[src/rtl/uart_tx_fifo.sv]
// uart_tx_fifo
//   Synchronous byte FIFO sitting in front of the UART transmit controller.
//   The producer pushes bytes with wr_en/wr_data. The transmit controller pops
//   with a single-cycle rd_en pulse. The popped byte is registered on rd_data
//   and held until the next accepted pop, so it stays stable for a whole
//   serial frame.
//
// Ports
//   clk          system clock, rising edge
//   rst          asynchronous, active-high reset
//   wr_en        push strobe (ignored, and overflow flagged, while full)
//   wr_data      byte to push
//   rd_en        pop strobe (ignored, and underflow flagged, while empty)
//   rd_data      registered popped byte
//   not_empty    at least one entry stored
//   full         count == DEPTH
//   almost_full  count >= AFULL_LVL
//   count        occupancy, 0..DEPTH
//   overflow     sticky: write attempted while full
//   underflow    sticky: pop attempted while empty
module uart_tx_fifo #(
  parameter int DATA_W    = 8,
  parameter int ADDR_W    = 4,
  parameter int AFULL_LVL = 12
) (
  input  logic              clk,
  input  logic              rst,
  input  logic              wr_en,
  input  logic [DATA_W-1:0] wr_data,
  input  logic              rd_en,
  output logic [DATA_W-1:0] rd_data,
  output logic              not_empty,
  output logic              full,
  output logic              almost_full,
  output logic [ADDR_W:0]   count,
  output logic              overflow,
  output logic              underflow
);

  localparam int DEPTH = 1 << ADDR_W;
  localparam logic [ADDR_W:0] DEPTH_CNT = (ADDR_W+1)'(DEPTH);
  localparam logic [ADDR_W:0] AFULL_CNT = (ADDR_W+1)'(AFULL_LVL);

  logic [DATA_W-1:0] mem_q [DEPTH];

  logic [ADDR_W-1:0] wr_ptr_q, wr_ptr_d;
  logic [ADDR_W-1:0] rd_ptr_q, rd_ptr_d;
  logic [ADDR_W:0]   count_q, count_d;
  logic [DATA_W-1:0] rd_data_q, rd_data_d;
  logic              not_empty_q, not_empty_d;
  logic              full_q, full_d;
  logic              almost_full_q, almost_full_d;
  logic              overflow_q, overflow_d;
  logic              underflow_q, underflow_d;

  logic rd_ok;
  logic wr_ok;

  always_comb begin
    // A pop is only accepted from stored data; there is no write-through
    // bypass, so a pop on an empty FIFO is rejected even if a write arrives.
    rd_ok = rd_en && (count_q != '0);
    // A pop in the same cycle frees a slot, so a write into a full FIFO is
    // still accepted when paired with an accepted pop.
    wr_ok = wr_en && ((count_q != DEPTH_CNT) || rd_ok);

    wr_ptr_d    = wr_ptr_q;
    rd_ptr_d    = rd_ptr_q;
    count_d     = count_q;
    rd_data_d   = rd_data_q;
    overflow_d  = overflow_q;
    underflow_d = underflow_q;

    if (wr_ok) begin
      wr_ptr_d = wr_ptr_q + 1'b1;
    end
    if (rd_ok) begin
      rd_ptr_d  = rd_ptr_q + 1'b1;
      rd_data_d = mem_q[rd_ptr_q];
    end

    if (wr_ok && !rd_ok) begin
      count_d = count_q + 1'b1;
    end else if (rd_ok && !wr_ok) begin
      count_d = count_q - 1'b1;
    end

    if (wr_en && !wr_ok) begin
      overflow_d = 1'b1;
    end
    if (rd_en && !rd_ok) begin
      underflow_d = 1'b1;
    end

    // Status flags come from the next occupancy so they are registered
    // and line up with count after the same edge.
    not_empty_d   = (count_d != '0);
    full_d        = (count_d == DEPTH_CNT);
    almost_full_d = (count_d >= AFULL_CNT);
  end

  // Storage has no reset; stale contents are unreachable after pointers clear.
  always_ff @(posedge clk) begin
    if (wr_ok) begin
      mem_q[wr_ptr_q] <= wr_data;
    end
  end

  always_ff @(posedge clk or posedge rst) begin
    if (rst) begin
      wr_ptr_q      <= '0;
      rd_ptr_q      <= '0;
      count_q       <= '0;
      rd_data_q     <= '0;
      not_empty_q   <= 1'b0;
      full_q        <= 1'b0;
      almost_full_q <= 1'b0;
      overflow_q    <= 1'b0;
      underflow_q   <= 1'b0;
    end else begin
      wr_ptr_q      <= wr_ptr_d;
      rd_ptr_q      <= rd_ptr_d;
      count_q       <= count_d;
      rd_data_q     <= rd_data_d;
      not_empty_q   <= not_empty_d;
      full_q        <= full_d;
      almost_full_q <= almost_full_d;
      overflow_q    <= overflow_d;
      underflow_q   <= underflow_d;
    end
  end

  assign rd_data     = rd_data_q;
  assign not_empty   = not_empty_q;
  assign full        = full_q;
  assign almost_full = almost_full_q;
  assign count       = count_q;
  assign overflow    = overflow_q;
  assign underflow   = underflow_q;

endmodule

[config.mk]
export PLATFORM = sky130hd
export DESIGN_NAME = uart_tx_fifo
export DESIGN_NICKNAME = d
export VERILOG_FILES = /design/src/rtl/uart_tx_fifo.sv
export SDC_FILE = /design/constraint.sdc
export NUM_CORES = 1
export LEC_CHECK = 0
export ABC_AREA = 1
export ABC_CLOCK_PERIOD_IN_PS = 2100
export CORE_ASPECT_RATIO = 1.25
export CORE_MARGIN = 8
export CORE_UTILIZATION = 23
export DETAILED_ROUTE_END_ITERATION = 10
export PLACE_DENSITY = 0.48
export SYNTH_ARGS = -nofsm -noshare
export SYNTH_HDL_FRONTEND = slang
export SYNTH_SLANG_ARGS = --single-unit
[constraint.sdc]
create_clock -name clk -period 2.1 [get_ports clk]
set_input_delay 0.21 -clock clk [delete_from_list [all_inputs] [get_ports clk]]
set_output_delay 0.21 -clock clk [all_outputs]
set_load 0.05 [all_outputs]
==> run_results.csv <==
group,metric,value,unit
detailed_routing,drc,0,
cts,clock-sinks,154,
die,rows,68,
detailed_routing,wire_per_inst,16.77,microns
cts,cts-root-buf,"clkbuf_16",
synth,yosys_warnings,0,
detailed_routing,drt_iter0_drc,255,
finish,diodes,0,
detailed_routing,vias,4144,
run,maxCapViolCount,0,
global_routing,antenna_found_initial,0,
finish,final_net_count,622,
outcome,status,"finished clean",
detailed_routing,routed_via_density,4.290,
detailed_routing,drtAntennaViolNets,0,
synth,synthesis.nets,562,
die,start_util,0.2338,
placement,io_buffer_count,29,
die,die_h,203.5,microns
timing,fin_crit_sh,0.9605,
die,ios,30,
synth,yosysMostFrequentCell,"edfxtp_1",
die,dieArea,0.03377,sq mm
finish,fill_cells,2824,
detailed_routing,top_layer,"met4",
synth,synth_cells,543,
timing,finalHoldViolations,0,
timing,skew,0.008614,ns
min_path,hold_path_class,"in -> async",
finish,drive_gt1_frac,0.1623,
cts,cts_buffers,17,
synth,syn_area_per_cell,11.91,sq um
detailed_routing,drtPass1Iterations,4,
power_and_ir_drop,seqPwrFrac,0.353,
synth,synth_seq_area_share,0.6950,
detailed_routing,wl_met1,7.003,mm
placement,globalplace.congestion,0.8524,
finish,areaGrowthSynthToFinish,23.12,%
worst_setup_path,path_max_fanout,7,
global_routing,grt_max_degree,46,
global_routing,grt_overflow,0,
cts,h-tree-depth,4,
die,core_area,0.02765,sq mm
power_and_ir_drop,peakVddDrop,0.001242,V
cts,cts_tree,"yes",
worst_setup_path,rrSetupSlack,0.11,ns
global_routing,grt_pass1_vias,4440,
synth,synth-edff-count,128,
synth,synthTopCellsByArea,"edfxtp_1 59%, dfrtp_1 10%, nor2_1 6.6%",
worst_setup_path,cp-end-kind,"primary output",
finish,ff_latch_area,0.004499,sq mm
timing,slew_viol_final,0,
worst_setup_path,cp_data_required_time,1.89,ns
cts,clockBufferDepth,2,
cts,clk_latency,0.42,ns
timing,rsz0062_at_grt,"true",
power_and_ir_drop,internal_power,6.970,mW
power_and_ir_drop,p_sw,4.526,mW
cts,path_clk_slew,0.06,ns
synth,synthArstFlopShare,0.1688,
synth,synth_seq_cells,154,
power_and_ir_drop,p_comb_frac,0.387,
detailed_routing,route.met2.wl,8.286,mm
synth,ys.flop_type,"edfxtp_1",
power_and_ir_drop,p_leak,2.827,nW
timing,setup_viol,0,
cts,ctsHoldBuffers,0,
timing,fmax,495.8,MHz
synth,synth_largest_area_cell,"edfxtp_1",
detailed_routing,wirelength,16.20,mm
finish,fin_util,0.2879,
synth,synthesis.area,0.006466,sq mm
timing,tightest_slew,0.5774,ns
timing,finalCriticalPeriod,2.017,ns
finish,multi_input_area,0.001748,sq mm
global_routing,grtUsageTotal,0.09880,
placement,hpwlAfterDp,10.88,mm
synth,synthTopCellsByCount,"128 x edfxtp_1, 114 x nor2_1, 67 x nand2_1, 58 x o21ai_0, 33 x o211ai_1",
worst_setup_path,critPathKind,"reg -> out",
worst_setup_path,worstPathArrival,1.81,ns
die,die_w,166.0,microns
synth,netlist.area_leader.share,0.5944,
synth,yosysUniqueCellTypes,26,
power_and_ir_drop,power.density,1444,mW/mm^2
global_routing,grt_pass1_wl,25.59,mm
detailed_routing,route.met3.wl,513,microns
worst_setup_path,cp-start-kind,"flop",
power_and_ir_drop,power_frac_clock,0.260,
timing,fin_hold_ws,0.1462,ns
power_and_ir_drop,switching_share,0.3937,
timing,relSlewSlack,0.6127,
stage by stage:
step,cells,TNS (ns),total power [mW],worst slack (ns),instance area (sq um)
2_1_floorplan,543,-7.761,7.074,-0.09843,6484
3_3_place_gp,934,0,8.624,0.1034,7371
3_5_place_dp,934,0,8.611,0.07131,7371
4_1_cts,966,0,11.63,0.05938,7949
5_1_grt,966,-0.5284,12.19,-0.02673,7961
6_report,966,0,11.50,0.08292,7961
metal layers:
metal	global-route usage	vias to the layer above
met5	0	-
met3	0.02012	24
met2	0.1767	74
li1	-	2033
met1	0.1132	2013
met4	0.04260	0
repair_timing:
item	CTS	global route
setup buffers	0	0
setup endpoints to repair	0	36
hold endpoints to repair	0	0
resized for setup	0	4
worst paths after layout:
check,startpoint,end,depth (start not counted)
worst max-delay path,count[2],count[2],2
worst min-delay path,rst,not_empty,3
worst max register to register,count[0],mem_q[11][6],8
worst min register to register,overflow,overflow,1
max in group asynchronous,rst,rd_ptr_q[0],3
min in group clk,overflow,overflow,1
power groups by stage:
stage | Clock (mW) | Sequential (mW) | Combinational, mW
floorplan | 0 | 4.57 | 2.50
global placement | 0 | 4.12 | 4.51
detailed placement | 0 | 4.12 | 4.50
CTS | 3.06 | 4.06 | 4.51
global route | 3.16 | 4.11 | 4.92
finish | 2.99 | 4.06 | 4.45
cell usage in the layout, fill, tap and decap left out, types with 3 or more instances in the layout:
cell / netlist / routed
nor2_1: 114 / 108
inv_1: 16 / 16
nor2_4: 2 / 3
clkinv_1: 2 / 4
o21ai_0: 58 / 58
o21ai_1: 7 / 7
nand3_1: 23 / 23
dfrtp_1: 26 / 22
dfrtp_2: 0 / 4
nand4_1: 6 / 6
clkdlybuf4s50_1: 0 / 29
nor2_2: 3 / 8
xor2_1: 8 / 8
buf_4: 5 / 39
nand2_2: 4 / 7
clkbuf_16: 0 / 17
nand3_2: 3 / 3
edfxtp_1: 128 / 128
ha_1: 7 / 7
o211ai_1: 33 / 33
clkinv_4: 0 / 5
nand2_1: 67 / 64
critical path, stage by stage, from the launching register on:
cell             delay [ns]
dfrtp_1                0.39
buf_4                  0.17
clkdlybuf4s50_1        0.81
flip-flops by register name (all words and copies together) (netlist names):
| register | flops |
|---|---|
| almost_full | 1 |
| count | 5 |
| full | 1 |
| mem_q | 128 |
| not_empty | 1 |
| overflow | 1 |
| rd_data | 8 |
| rd_ptr_q | 4 |
| underflow | 1 |
| wr_ptr_q | 4 |
cells by family after synthesis:
| kind of cell | after synthesis | synth area share |
|---|---|---|
| adders and majority gates | 7 | 0.01354 |
| and+or+nand+nor | 225 | 0.1507 |
| DFF | 154 | 0.6950 |
| buffers and inverters | 49 | 0.03889 |
| AOI/OAI and AO/OA | 100 | 0.09094 |
| xor gates and xnor gates | 8 | 0.01084 |
layout make-up:
cell class | instances | area share
repair buffers | 70 | 0.07826
flip-flops and latches | 154 | 0.5651
clock inverters | 14 | 0.01870
clock buffers | 18 | 0.05391
multi-input cells | 340 | 0.2196
well taps | 350 | 0.05501
inverters | 20 | 0.009430
Power figures use the tool's default switching activity.
